<file path="config.mk">
export PLATFORM = sky130hd
export DESIGN_NAME = glitch_sequencer_flat
export DESIGN_NICKNAME = d
export VERILOG_FILES = /design/src/rtl/glitch_sequencer_if.sv /design/src/rtl/glitch_sequencer.sv /design/src/flat_wrapper.sv
export SDC_FILE = /design/constraint.sdc
export NUM_CORES = 1
export LEC_CHECK = 0
export CAP_MARGIN = 0
export CORE_UTILIZATION = 59
export DETAILED_ROUTE_END_ITERATION = 12
export PLACE_DENSITY = 0.86
export SYNTH_ARGS = -nofsm -noshare
export SYNTH_HDL_FRONTEND = slang
export SYNTH_SLANG_ARGS = --single-unit
export TNS_END_PERCENT = 10
</file>
<file path="constraint.sdc">
create_clock -name clk -period 11.4 [get_ports clk]
set_input_delay 2.28 -clock clk [delete_from_list [all_inputs] [get_ports clk]]
set_output_delay 2.28 -clock clk [all_outputs]
set_load 0.05 [all_outputs]
</file>
<file path="src/rtl/glitch_sequencer_if.sv">
// glitch_sequencer_if: host config/strobe inputs and glitch_core-facing outputs of the glitch sequencer.
interface glitch_sequencer_if #(
   parameter int DELAY_W = 32,
   parameter int WIDTH_W = 16,
   parameter int COUNT_W = 8
);
   logic [DELAY_W-1:0] cfg_delay;
   logic [WIDTH_W-1:0] cfg_width;
   logic [WIDTH_W-1:0] cfg_gap;
   logic [COUNT_W-1:0] cfg_count;
   logic [7:0]         cfg_mode;
   logic               arm;
   logic               abort;
   logic               trigger;
   logic               glitch_en;
   logic [7:0]         glitch_mode;
   logic               armed;
   logic               busy;
   logic               done;
   modport master (
      output cfg_delay, cfg_width, cfg_gap, cfg_count, cfg_mode, arm, abort, trigger,
      input  glitch_en, glitch_mode, armed, busy, done
   );
   modport slave (
      input  cfg_delay, cfg_width, cfg_gap, cfg_count, cfg_mode, arm, abort, trigger,
      output glitch_en, glitch_mode, armed, busy, done
   );
endinterface

</file>
<file path="src/rtl/glitch_sequencer.sv">
// glitch_sequencer: arms on a host strobe, waits for a synchronised trigger rise, then drives
// glitch_core with a programmable delay followed by a burst of pulses.
module glitch_sequencer #(
   parameter int DELAY_W = 32,
   parameter int WIDTH_W = 16,
   parameter int COUNT_W = 8
) (
   input logic              clk,
   input logic              rst,
   glitch_sequencer_if.slave bus
);
   typedef enum logic [2:0] {IDLE, ARMED, DELAY, PULSE, GAP, DONE} state_t;
   state_t state_q, state_d;
   logic s1_q, s2_q, s3_q, edge_q;
   logic [DELAY_W-1:0] delay_q, delay_d, cnt_q, cnt_d;
   logic [WIDTH_W-1:0] width_q, width_d, gap_q, gap_d;
   logic [COUNT_W-1:0] count_q, count_d, pcnt_q, pcnt_d;
   logic [7:0] mode_q, mode_d;
   logic en_q, en_d;
   always_comb begin
      state_d = state_q;
      delay_d = delay_q;
      width_d = width_q;
      gap_d   = gap_q;
      count_d = count_q;
      cnt_d   = cnt_q;
      pcnt_d  = pcnt_q;
      mode_d  = mode_q;
      case (state_q)
         IDLE: if (bus.arm) begin
            state_d = ARMED;
            delay_d = bus.cfg_delay;
            width_d = (bus.cfg_width == '0) ? WIDTH_W'(1) : bus.cfg_width;
            gap_d   = (bus.cfg_gap == '0) ? WIDTH_W'(1) : bus.cfg_gap;
            count_d = (bus.cfg_count == '0) ? COUNT_W'(1) : bus.cfg_count;
            mode_d  = bus.cfg_mode;
         end
         ARMED: if (edge_q) begin
            pcnt_d  = count_q;
            state_d = (delay_q == '0) ? PULSE : DELAY;
            cnt_d   = (delay_q == '0) ? DELAY_W'(width_q) : delay_q;
         end
         DELAY: begin
            state_d = (cnt_q == DELAY_W'(1)) ? PULSE : DELAY;
            cnt_d   = (cnt_q == DELAY_W'(1)) ? DELAY_W'(width_q) : cnt_q - DELAY_W'(1);
         end
         PULSE: if (cnt_q == DELAY_W'(1)) begin
            state_d = (pcnt_q == COUNT_W'(1)) ? DONE : GAP;
            cnt_d   = (pcnt_q == COUNT_W'(1)) ? '0 : DELAY_W'(gap_q);
            pcnt_d  = pcnt_q - COUNT_W'(1);
         end else
            cnt_d = cnt_q - DELAY_W'(1);
         GAP: begin
            state_d = (cnt_q == DELAY_W'(1)) ? PULSE : GAP;
            cnt_d   = (cnt_q == DELAY_W'(1)) ? DELAY_W'(width_q) : cnt_q - DELAY_W'(1);
         end
         default: state_d = IDLE;
      endcase
      // abort overrides everything, including an arm in the same cycle
      if (bus.abort) begin
         state_d = IDLE;
         cnt_d   = '0;
         pcnt_d  = '0;
      end
      if (state_d == IDLE) mode_d = 8'h00;
      en_d = (state_d == PULSE);
   end
   always_ff @(posedge clk or posedge rst) begin
      if (rst) begin
         state_q <= IDLE;
         s1_q    <= 1'b0;
         s2_q    <= 1'b0;
         s3_q    <= 1'b0;
         edge_q  <= 1'b0;
         delay_q <= '0;
         width_q <= '0;
         gap_q   <= '0;
         count_q <= '0;
         cnt_q   <= '0;
         pcnt_q  <= '0;
         mode_q  <= 8'h00;
         en_q    <= 1'b0;
      end else begin
         state_q <= state_d;
         s1_q    <= bus.trigger;
         s2_q    <= s1_q;
         s3_q    <= s2_q;
         edge_q  <= s2_q & ~s3_q;
         delay_q <= delay_d;
         width_q <= width_d;
         gap_q   <= gap_d;
         count_q <= count_d;
         cnt_q   <= cnt_d;
         pcnt_q  <= pcnt_d;
         mode_q  <= mode_d;
         en_q    <= en_d;
      end
   end
   assign bus.glitch_en   = en_q;
   assign bus.glitch_mode = mode_q;
   assign bus.armed       = (state_q == ARMED);
   assign bus.busy        = (state_q == DELAY) || (state_q == PULSE) || (state_q == GAP);
   assign bus.done        = (state_q == DONE);
endmodule

</file>
<file path="src/flat_wrapper.sv">
// flat-port wrapper written by rule: the top's interface ports become plain ports
module glitch_sequencer_flat 
#(
   parameter int DELAY_W = 32,
   parameter int WIDTH_W = 16,
   parameter int COUNT_W = 8
)
  (clk, rst, bus_cfg_delay, bus_cfg_width, bus_cfg_gap, bus_cfg_count, bus_cfg_mode, bus_arm, bus_abort, bus_trigger, bus_glitch_en, bus_glitch_mode, bus_armed, bus_busy, bus_done);
  glitch_sequencer_if #(.DELAY_W(DELAY_W), .WIDTH_W(WIDTH_W), .COUNT_W(COUNT_W)) bus_i ();
  input logic clk;
  input logic rst;
  input wire logic [$bits(bus_i.cfg_delay)-1:0] bus_cfg_delay;
  input wire logic [$bits(bus_i.cfg_width)-1:0] bus_cfg_width;
  input wire logic [$bits(bus_i.cfg_gap)-1:0] bus_cfg_gap;
  input wire logic [$bits(bus_i.cfg_count)-1:0] bus_cfg_count;
  input wire logic [$bits(bus_i.cfg_mode)-1:0] bus_cfg_mode;
  input wire logic [$bits(bus_i.arm)-1:0] bus_arm;
  input wire logic [$bits(bus_i.abort)-1:0] bus_abort;
  input wire logic [$bits(bus_i.trigger)-1:0] bus_trigger;
  output wire logic [$bits(bus_i.glitch_en)-1:0] bus_glitch_en;
  output wire logic [$bits(bus_i.glitch_mode)-1:0] bus_glitch_mode;
  output wire logic [$bits(bus_i.armed)-1:0] bus_armed;
  output wire logic [$bits(bus_i.busy)-1:0] bus_busy;
  output wire logic [$bits(bus_i.done)-1:0] bus_done;
  assign bus_i.cfg_delay = bus_cfg_delay;
  assign bus_i.cfg_width = bus_cfg_width;
  assign bus_i.cfg_gap = bus_cfg_gap;
  assign bus_i.cfg_count = bus_cfg_count;
  assign bus_i.cfg_mode = bus_cfg_mode;
  assign bus_i.arm = bus_arm;
  assign bus_i.abort = bus_abort;
  assign bus_i.trigger = bus_trigger;
  assign bus_glitch_en = bus_i.glitch_en;
  assign bus_glitch_mode = bus_i.glitch_mode;
  assign bus_armed = bus_i.armed;
  assign bus_busy = bus_i.busy;
  assign bus_done = bus_i.done;
  glitch_sequencer #(.DELAY_W(DELAY_W), .WIDTH_W(WIDTH_W), .COUNT_W(COUNT_W)) u_core (.clk(clk), .rst(rst), .bus(bus_i));
endmodule
</file>
# After elaboration in Yosys (flattened, before gate mapping)
# Cells that the tools add are included.
# word_totals
regBits	128
inputBits	85
out_inout_bits	12
elab_cells	70
# classes
add_sub_neg	2
eq_ne	10
mux	26
n_bitwise	2
reduce_logical	17
# ops
cell	n
2-to-1 mux 32 bit	5
one-hot mux 32 bit (3 select lines)	1
2-to-1 mux 8 bit	7
2-to-1 mux 16 bit	3
== test 32 x 1 -> 1 bit (second input constant)	1
logical NOT 16 bit	2
logical NOT 32 bit	1
subtractor 32 x 1 -> 32 bit (second input constant)	1
one-hot mux 8 bit (2 select lines)	1
2-to-1 mux 3 bit	5
one-hot mux 3 bit (5 select lines)	1
== test 3 x 2 -> 1 bit (second input constant)	3
== test 8 x 1 -> 1 bit (second input constant)	1
logical NOT 8 bit	1
subtractor 8 x 1 -> 8 bit (second input constant)	1
== test 3 bit (second input constant)	2
logical NOT 3 bit	2
inequality test 3 x 2 -> 1 bit (second input constant)	2
AND reduction 2 bit	3
nonzero test 2 bit	2
nonzero test 4 bit	1
== test 3 x 1 -> 1 bit (second input constant)	1
2-to-1 mux 1 bit	3
AND reduction 3 bit	1
other kinds (5)	6

# Logic depth before layout (Yosys ltp)
# Gate-level depths: netlist (run 1).
# depth
ltp_word	8
mapped_depth	9
depth_no_buf	7

# Worst setup path before layout (run 1)
# OpenSTA, ideal clock, no wires.
# synth_timing
kind	register -> output
startpoint	register u_core.state_q[0]
endpoint	output port bus_armed
t_arrival_ps	1923
required_ps	9120
path_slack_ps	7197
path_stages_with_launch	3
path_buffers	1
path_cell_list	dfrtp_1 -> clkbuf_1 -> nor3b_1
# synth_via
elab_chain_len	1
# synth_rtl
element	line_no	text
start, declared	glitch_sequencer.sv:13	state_t state_q, state_d;
start signal, assigned	glitch_sequencer.sv:84	state_q <= state_d;
== test 3 x 1 -> 1 bit	glitch_sequencer.sv:101	assign bus.armed = (state_q == ARMED);
end, declared	flat_wrapper.sv:22	output wire logic [$bits(bus_i.armed)-1:0] bus_armed;
# Every way passes these cells.

# Worst setup path in the final report (run 1)
# layout_timing
startpoint	register u_core.state_q[2]
endpoint	output port bus_busy
# layout_via
elab_chain_len	3
word_cells_on_any_way	5
classes_between	3 x eq/ne; 2 x reduce/logical
# layout_rtl
element	line_no	text
== test 3 x 2 -> 1 bit	glitch_sequencer.sv:102	assign bus.busy = (state_q == DELAY) || (state_q == PULSE) || (state_q == GAP);
logical OR 1 bit	glitch_sequencer.sv:102	
logical OR 1 bit (*)	glitch_sequencer.sv:102	
end, declared	flat_wrapper.sv:23	output wire logic [$bits(bus_i.busy)-1:0] bus_busy;
# Every way passes the cells marked *; elsewhere a longest branch is shown, timed or not.

==> results of run 1 <==
[layout by cell type (no fill, tap or decap), types with 5 or more instances in the layout]
master,n
nor3_1,26
a22oi_1,11
or4_1,9
buf_4,6
o21ai_0,41
a221o_1,16
nand4_1,5
nand2_1,44
dfrtp_1,128
clkbuf_16,17
a211oi_1,10
mux2i_1,19
a22o_1,8
a21oi_1,23
nor4_1,31
o31ai_1,8
inv_1,20
nor3b_1,9
o211ai_1,9
o2bb2ai_1,5
mux2_2,59
inv_6,6
xnor2_1,6
or2_2,6
nand3_1,7
clkdlybuf4s50_1,96
o221ai_1,8
nor2_1,25
or3_1,11
[through the flow]
| step | power [mW] | util | cells | worst slack [ns] |
|---|---|---|---|---|
| 6_report | 1.51 | 0.759 | 878 | 5.87 |
| 5_1_grt | 1.57 | 0.759 | 878 | 5.66 |
| 4_1_cts | 1.50 | 0.759 | 878 | 5.94 |
| 3_5_place_dp | 0.954 | 0.705 | 846 | 6.43 |
| 3_3_place_gp | 0.936 | 0.705 | 846 | 6.51 |
| 2_1_floorplan | 0.839 | - | 647 | 5.71 |
[cell type report]
type	count	area (sq um)	area share
clock buffer	19	443	0.0531
clock inverter	13	150	0.0180
multi-input combinational	455	3280	0.393
tap	140	175	0.0210
inverter	21	81.3	0.00976
timing repair buffer	102	1010	0.121
sequential	128	3200	0.384
[sequential cells by signal, indices dropped and copies added, names as in the netlist]
register,flops
u_core.cnt_q,32
u_core.delay_q,32
u_core.gap_q,16
u_core.width_q,16
u_core.bus.glitch_mode,8
u_core.count_q,8
u_core.pcnt_q,8
u_core.state_q,3
u_core.bus.glitch_en,1
u_core.edge_q,1
u_core.s1_q,1
u_core.s2_q,1
u_core.s3_q,1
[synthesized netlist by cell type (all sizes together) (3+ instances only)]
cell type,number
a211oi,10
a21o,4
a21oi,23
a221o,16
a22o,8
a22oi,11
and2,3
buf,10
clkbuf,33
dfrtp,128
ha,4
inv,21
mux2,59
mux2i,19
nand2,44
nand3,8
nand4,5
nor2,26
nor2b,3
nor3,27
nor3b,9
nor4,32
o211ai,9
o21ai,42
o221ai,8
o2bb2ai,5
o31ai,9
or2,6
or3,11
or4,10
xnor2,6
xor2,4
[routing by layer]
| metal | global-route usage | up-vias | part of all wire |
|---|---|---|---|
| met5 | 0 | - | 0 |
| met4 | 0.162 | 0 | 0.029 |
| met3 | 0.0819 | 51 | 0.073 |
| met2 | 0.534 | 306 | 0.49 |
| met1 | 0.433 | 2939 | 0.41 |
| li1 | - | 2620 | - |
[worst paths after layout]
path	cells past startpoint	endpoint	slack, ns
max in group asynchronous	3	u_core.bus.glitch_en$_DFF_PP0_	7.67
max	4	bus_busy	5.87
max reg2reg	5	u_core.bus.glitch_en$_DFF_PP0_	7.93
min	0	u_core.s2_q$_DFF_PP0_	0.35
min in group asynchronous	2	u_core.delay_q[19]$_DFFE_PP0P_	2.28
min reg2reg	0	u_core.s2_q$_DFF_PP0_	0.35
[power groups by stage]
stage / clock network [mW] / logic (mW) / registers (mW)
4_1_cts: 0.552 / 0.367 / 0.585
2_1_floorplan: 0 / 0.267 / 0.572
3_5_place_dp: 0 / 0.363 / 0.591
6_report: 0.549 / 0.371 / 0.588
3_3_place_gp: 0 / 0.348 / 0.588
5_1_grt: 0.571 / 0.401 / 0.595
[cells by family after synthesis]
logic type / count (synthesis)
xor gates and xnor gates: 10
DFF: 128
and+or+nand+nor: 198
buffers and inverters: 64
muxes: 78
AOI/OAI and AO/OA: 165
adders and majority gates: 4
[worst register-to-register path, cell delays in order, from the launching register on]
cell	delay (ns)
dfrtp_1	0.45
or4_1	0.73
or4_1	0.72
nor3_2	0.39
mux2i_1	0.79
a221oi_1	0.22
==> flow_summary.json, run 1 <==
{
  "clk_pin_slew_ns": 0.06,
  "yosys.area.top_type": "dfrtp_1",
  "finalClockSkew_ns": 0.0148,
  "internal_power_mw": 1.02,
  "synth-main-ff-cell": "dfrtp_1",
  "clk_latency_ns": 0.43,
  "synth_compound_area_frac": 0.174,
  "cts_tree": "built",
  "period_share": 0.485,
  "postSynthCellCount": 647,
  "vias_per_cell": 6.74,
  "rsz0062_at_grt": "false",
  "ys_seq_elements": 128,
  "maxCapViolCount": 0,
  "hold_viol": 0,
  "finalCriticalPeriod_ns": 5.53,
  "max_freq_mhz": 181,
  "crit_slowest_cell": "clkdlybuf4s50_1",
  "synth_edf_count": 0,
  "synth.distinct_cells": 65,
  "tightest_slew_ns": 1.26,
  "synthSimpleGateAreaFrac": 0.164,
  "switchingPower_uw": 488,
  "yosys-top-cells-area": "dfrtp_1 (48%), mux2_2 (9.9%), o21ai_0 (3.1%), nor4_1 (2.9%), mux2i_1 (2.8%)",
  "fin_setup_tns_ns": 0,
  "synthMuxAreaShare": 0.127,
  "synth_top_area_frac": 0.476,
  "cp_data_arrival_time_ns": 3.25,
  "nFillCells": 723,
  "slowest_delay_ns": 0.84,
  "die_h_um": 109,
  "drc_errors": 0,
  "grt_max_degree": 94,
  "area_growth_pct": 23.9,
  "io_buffers": 96,
  "final_area_sq_um": 8340,
  "grt_pass1_wl_mm": 29.8,
  "swShare": 0.323,
  "hpwl_mm": 12.4,
  "post_cts_buffers": 0,
  "ant_nets": 0,
  "postSynthAreaPerCell_sq_um": 10.4,
  "dr.pass1.iters": 6,
  "antenna_found_initial": 0,
  "seqPwrFrac": 0.390,
  "power.density_nw_per_um2": 181,
  "path_cells": "nor3b_1 -> nor2_1 -> inv_1 -> clkdlybuf4s50_1",
  "synthAdderAreaFrac": 0.00744,
  "synth_top_family_by_area": "compound AO/OA/AOI/OAI gates",
  "crit_required_ns": 9.12,
  "drt_wl_total_mm": 18.7,
  "synth_area_sq_um": 6730,
  "vias": 5916,
  "start_kind": "register",
  "async_flop_share": 1.00,
  "boundaryPins": 97,
  "drive_gt1_frac": 0.156,
  "critPathBufInv": 2,
  "status": "completed",
  "post_synth_xor_area_fraction": 0.0130,
  "total_leakage_power_nw": 3.56,
  "place_congestion": 0.930,
  "crit_fanout": 19,
  "grt_pass1_vias": 5830,
  "yosysSeqAreaShare": 0.476,
  "hold_start": "u_core.s1_q$_DFF_PP0_",
  "pwr-share-comb": 0.246,
  "nNetsFinal": 814,
  "end_kind": "primary output",
  "path_class": "register to primary output",
  "crit_family": "buffers and inverters",
  "die_w_um": 109,
  "finalSetupViolations": 0,
  "hold_class": "register to register",
  "grt_overflow_total": 0,
  "htreeDepth": 4,
  "start_util": 0.612,
  "core_sq_um": 11000,
  "dieArea_sq_um": 11800,
  "numCtsBuffers": 17,
  "track_usage": 0.336,
  "synth_nets": 736,
  "drt_iter0_drc": 628,
  "cts-root-buf": "clkbuf_16",
  "clkPwrFrac": 0.364,
  "holdWs_ns": 0.351,
  "slew-limit-headroom": 0.162,
  "wl_per_cell_um": 21.3,
  "cts_resized": 0,
  "clkSinkCount": 128,
  "dpl_cell_area_sq_um": 7740,
  "ir_drop_mv": 0.152,
  "clockBufferDepth": 2,
  "core.rowCount": 38,
  "r2r-start": "u_core.cnt_q[4]$_DFFE_PP0P_",
  "critPathLaunch": "u_core.state_q[2]$_DFF_PP0_",
  "maxSlewViolCount": 0,
  "diodes": 0,
  "hold_buffers": 0,
  "yosysWarnings": 0
}
Power figures use the tool's default switching activity.
==> inputs of run 2 (changes only) <==
CORE_UTILIZATION = 50   (was 59)
PLACE_DENSITY = 0.77   (was 0.86)
clock period = 5 ns   (was 11.4 ns; I/O delays follow)
==> flow_summary.json, run 2 (same netlist as run 1, synthesis figures left out) <==
{
  "maxCapViolCount": 0,
  "total_leakage_power_nw": 3.60,
  "die_w_um": 118,
  "clk_pin_slew_ns": 0.06,
  "multi_input_area_sq_um": 3280,
  "io_buffers": 96,
  "crit_fanout": 19,
  "boundaryPins": 97,
  "clkPwrFrac": 0.382,
  "ir_drop_mv": 0.280,
  "clockBufferDepth": 2,
  "cp_data_arrival_time_ns": 3.17,
  "hpwl_mm": 12.5,
  "reg.largest.list": "u_core.cnt_q x32, u_core.delay_q x32",
  "core.rowCount": 42,
  "start_kind": "register",
  "numCtsBuffers": 17,
  "start_util": 0.510,
  "cts_resized": 0,
  "drive_gt1_frac": 0.162,
  "status": "completed",
  "vias": 5752,
  "switchingPower_mw": 1.08,
  "grt_overflow_total": 0,
  "hold_buffers": 0,
  "layout_commonest_cell": "dfrtp_1",
  "diodes": 0,
  "dr.pass1.iters": 5,
  "crit_required_ns": 4.00,
  "fin_setup_tns_ns": 0,
  "cts_tree": "built",
  "pwr-share-comb": 0.237,
  "end_kind": "primary output",
  "nFillCells": 1007,
  "finalSetupViolations": 0,
  "core_sq_um": 13200,
  "internal_power_mw": 2.45,
  "path_class": "register to primary output",
  "area_growth_pct": 25.9,
  "antenna_found_initial": 0,
  "final_cell_mix": "dfrtp_1 (128), clkdlybuf4s50_1 (96), mux2_2 (59)",
  "maxSlewViolCount": 0,
  "p_total_mw": 3.52,
  "grt_max_degree": 74,
  "drc_errors": 0,
  "hold_class": "register to register",
  "track_usage": 0.273,
  "dieArea_sq_um": 13900,
  "hold_viol": 0,
  "max_freq_mhz": 240,
  "seqPwrFrac": 0.380,
  "slew-limit-headroom": 0.211,
  "power.density_nw_per_um2": 416,
  "wl_per_cell_um": 19.6,
  "rsz0062_at_grt": "false",
  "drt_wl_total_mm": 18.0,
  "clk_latency_ns": 0.43,
  "finalCriticalPeriod_ns": 4.17,
  "nNetsFinal": 818,
  "final-seq-area_sq_um": 3200,
  "grt_pass1_wl_mm": 29.6,
  "drt_iter0_drc": 507,
  "finalClockSkew_ns": 0.00877,
  "grt_pass1_vias": 5679,
  "place_congestion": 0.900,
  "clkSinkCount": 128,
  "post_cts_buffers": 0,
  "vias_per_cell": 6.27,
  "die_h_um": 118,
  "swShare": 0.305,
  "tightest_slew_ns": 1.18,
  "htreeDepth": 4,
  "ant_nets": 0,
  "cts-root-buf": "clkbuf_16",
  "period_share": 0.834
}
-- run 2: final cells by class --
| cell class | count | share of cell area |
|---|---|---|
| well taps | 176 | 0.0260 |
| flip-flops and latches | 128 | 0.378 |
| clock buffers | 20 | 0.0551 |
| multi-input cells | 455 | 0.387 |
| inverters | 21 | 0.00961 |
| clock inverters | 12 | 0.0213 |
| repair buffers | 106 | 0.122 |
-- run 2: metal layers --
metal | vias up | wire length (um) | global-route usage
met5 | - | 0 | 0
met4 | 0 | 471 | 0.119
met3 | 36 | 1130 | 0.0601
met2 | 262 | 8600 | 0.431
met1 | 2821 | 7770 | 0.361
li1 | 2633 | - | -
-- run 2: worst max-delay path, cell delays in order, from the launching register on --
cell             delay, ns
dfrtp_1               0.52
nor3b_1               0.27
nor2_1                0.89
inv_1                 0.27
clkdlybuf4s50_1       0.80
-- run 2: through the flow --
| stage | cell area [sq um] | hold WS, ns | worst slack (ns) | cells | utilization |
|---|---|---|---|---|---|
| finish | 8460 | 0.351 | 0.832 | 918 | 0.642 |
| global route | 8460 | 0.357 | 0.632 | 918 | 0.642 |
| CTS | 8460 | 0.349 | 0.869 | 918 | 0.642 |
| detailed placement | 7820 | 0.336 | 1.34 | 886 | 0.593 |
| global placement | 7820 | 0.333 | 1.42 | 886 | 0.593 |
| floorplan | 6730 | 0.331 | 0.587 | 647 | - |
-- run 2: worst paths after layout --
check                                                  from                        endpoint  slack, ns  cells after the start
worst max-delay path            u_core.state_q[2]$_DFF_PP0_                        bus_busy       0.83                      4
worst min-delay path                  u_core.s1_q$_DFF_PP0_           u_core.s2_q$_DFF_PP0_       0.35                      0
worst max register to register  u_core.cnt_q[4]$_DFFE_PP0P_  u_core.bus.glitch_en$_DFF_PP0_       1.65                      5
worst min register to register        u_core.s1_q$_DFF_PP0_           u_core.s2_q$_DFF_PP0_       0.35                      0
max in group asynchronous                               rst  u_core.width_q[11]$_DFFE_PP0P_       2.95                      3
min in group asynchronous                               rst  u_core.delay_q[19]$_DFFE_PP0P_       1.13                      2
-- run 2: power groups by stage --
| stage | Combinational, mW | Clock [mW] | Sequential, mW |
|---|---|---|---|
| final | 0.837 | 1.35 | 1.34 |
| after global routing | 0.915 | 1.42 | 1.36 |
| after CTS | 0.832 | 1.36 | 1.33 |
| after detailed placement | 0.822 | 0 | 1.35 |
| after global placement | 0.802 | 0 | 1.34 |
| after floorplan | 0.608 | 0 | 1.30 |
==> inputs of run 3 (changes only) <==
CORE_UTILIZATION = 55   (was 50)
PLACE_DENSITY = 0.81   (was 0.77)
clock period = 4.08 ns   (was 5 ns; I/O delays follow)
==> flow_summary.json, run 3 (same netlist as run 1, synthesis figures left out) <==
{
  "place_congestion": 0.904,
  "dieArea_sq_um": 12700,
  "finalCriticalPeriod_ns": 3.63,
  "power.density_nw_per_um2": 503,
  "hold_class": "register to register",
  "clk_latency_ns": 0.43,
  "core_sq_um": 12000,
  "period_share": 0.890,
  "setup_ws_ns": 0.450,
  "r2r-end": "u_core.bus.glitch_mode[3]$_DFFE_PP0P_",
  "boundaryPins": 97,
  "diodes": 0,
  "crit_fanout": 15,
  "drt_iter0_drc": 610,
  "drc_errors": 0,
  "nNetsFinal": 819,
  "io_buffers": 96,
  "post-place-ws_ns": 0.782,
  "crit_required_ns": 3.26,
  "grt_pass1_wl_mm": 28.9,
  "hpwl_mm": 12.3,
  "crit_family": "buffers and inverters",
  "reg2reg_slack_ns": 0.78,
  "antenna_found_initial": 0,
  "cts_resized": 0,
  "holdPathStages": 0,
  "finalClockSkew_ns": 0.00921,
  "hold_start": "u_core.s1_q$_DFF_PP0_",
  "htreeDepth": 4,
  "dr.pass1.iters": 6,
  "cp_data_arrival_time_ns": 2.81,
  "area_growth_pct": 25.2,
  "grt_max_degree": 129,
  "grt_overflow_total": 0,
  "path_cells": "nor3b_1 -> nor2_1 -> inv_1 -> clkdlybuf4s50_1",
  "slew-limit-headroom": 0.354,
  "clk_pin_slew_ns": 0.06,
  "vias_per_cell": 6.49,
  "start_kind": "register",
  "critPathBufInv": 2,
  "maxCapViolCount": 0,
  "start_util": 0.562,
  "tightest_slew_ns": 0.963,
  "r2r.worst_path.cells": 5,
  "layout_commonest_cell": "dfrtp_1",
  "crit_slowest_cell": "clkdlybuf4s50_1",
  "rsz0062_at_grt": "false",
  "clkSinkCount": 128,
  "clockBufferDepth": 2,
  "max_freq_mhz": 275,
  "hold_viol": 0,
  "wl_per_cell_um": 20.4,
  "drive_gt1_frac": 0.162,
  "total_leakage_power_nw": 3.59,
  "whs_endpoint": "u_core.s2_q$_DFF_PP0_",
  "core.rowCount": 40,
  "path_class": "register to primary output",
  "numCtsBuffers": 17,
  "track_usage": 0.297,
  "end_kind": "primary output",
  "vias": 5775,
  "ir_drop_mv": 0.320,
  "reg.largest.list": "u_core.cnt_q x32, u_core.delay_q x32",
  "cts-root-buf": "clkbuf_16",
  "grt_pass1_vias": 5618,
  "final_cell_mix": "dfrtp_1 (128), clkdlybuf4s50_1 (96), mux2_2 (59)",
  "drt_wl_total_mm": 18.1,
  "cts_tree": "built",
  "cp.depth": 4,
  "ant_nets": 0,
  "status": "completed",
  "fin_setup_tns_ns": 0,
  "p_total_mw": 4.23,
  "die_h_um": 113,
  "r2r-start": "u_core.cnt_q[4]$_DFFE_PP0P_",
  "holdWs_ns": 0.350,
  "maxSlewViolCount": 0,
  "slowest_delay_ns": 0.86,
  "finalSetupViolations": 0,
  "post_cts_buffers": 0,
  "die_w_um": 113,
  "hold_buffers": 0
}
-- run 3: changes by cell type in the layout (fill, tap and decap cells not counted) --
cell	change
buf_12	+2
buf_4	-1
bufinv_16	-2
clkbuf_8	-1
clkinv_2	-1
clkinv_4	+1
clkinvlp_4	+1
inv_4	-1
inv_6	+2
inv_8	+1
nor2_1	+1
nor2_2	-1
-- run 3: how the worst max path moves through the flow --
stage                                           start                               endpoint  slack [ns]
final                     u_core.state_q[2]$_DFF_PP0_                               bus_busy        0.45
after global routing      u_core.state_q[2]$_DFF_PP0_                               bus_busy        0.36
after CTS                 u_core.state_q[2]$_DFF_PP0_                               bus_busy        0.48
after detailed placement  u_core.cnt_q[4]$_DFFE_PP0P_         u_core.bus.glitch_en$_DFF_PP0_        0.78
after global placement    u_core.cnt_q[4]$_DFFE_PP0P_         u_core.bus.glitch_en$_DFF_PP0_        0.92
after floorplan           u_core.state_q[0]$_DFF_PP0_  u_core.bus.glitch_mode[0]$_DFFE_PP0P_        1.30
-- run 3: final cells by class --
type	count	area [sq um]
clock buffers	19	453
clock inverters	13	153
fillers	898	3540
inverters	21	82.6
multi-input cells	455	3270
flip-flops and latches	128	3200
well taps	147	184
repair buffers	107	1070
-- run 3: metal layers --
layer	GRT usage	share of wire
met1	0.400	0.44
met4	0.118	0.020
met3	0.0599	0.066
met2	0.472	0.48
met5	0	0
-- run 3: power by group --
| group | internal, mW | switching, mW | total [mW] |
|---|---|---|---|
| Combinational | 0.469 | 0.577 | 1.05 |
| Sequential | 1.46 | 0.178 | 1.64 |
| Clock | 0.944 | 0.602 | 1.55 |
-- run 3: per-stage QoR --
stage / cell area (sq um) / std cells / utilization
final: 8420 / 890 / 0.704
after global routing: 8420 / 890 / 0.704
after CTS: 8420 / 890 / 0.704
after detailed placement: 7810 / 858 / 0.653
after global placement: 7810 / 858 / 0.653
after floorplan: 6730 / 647 / -
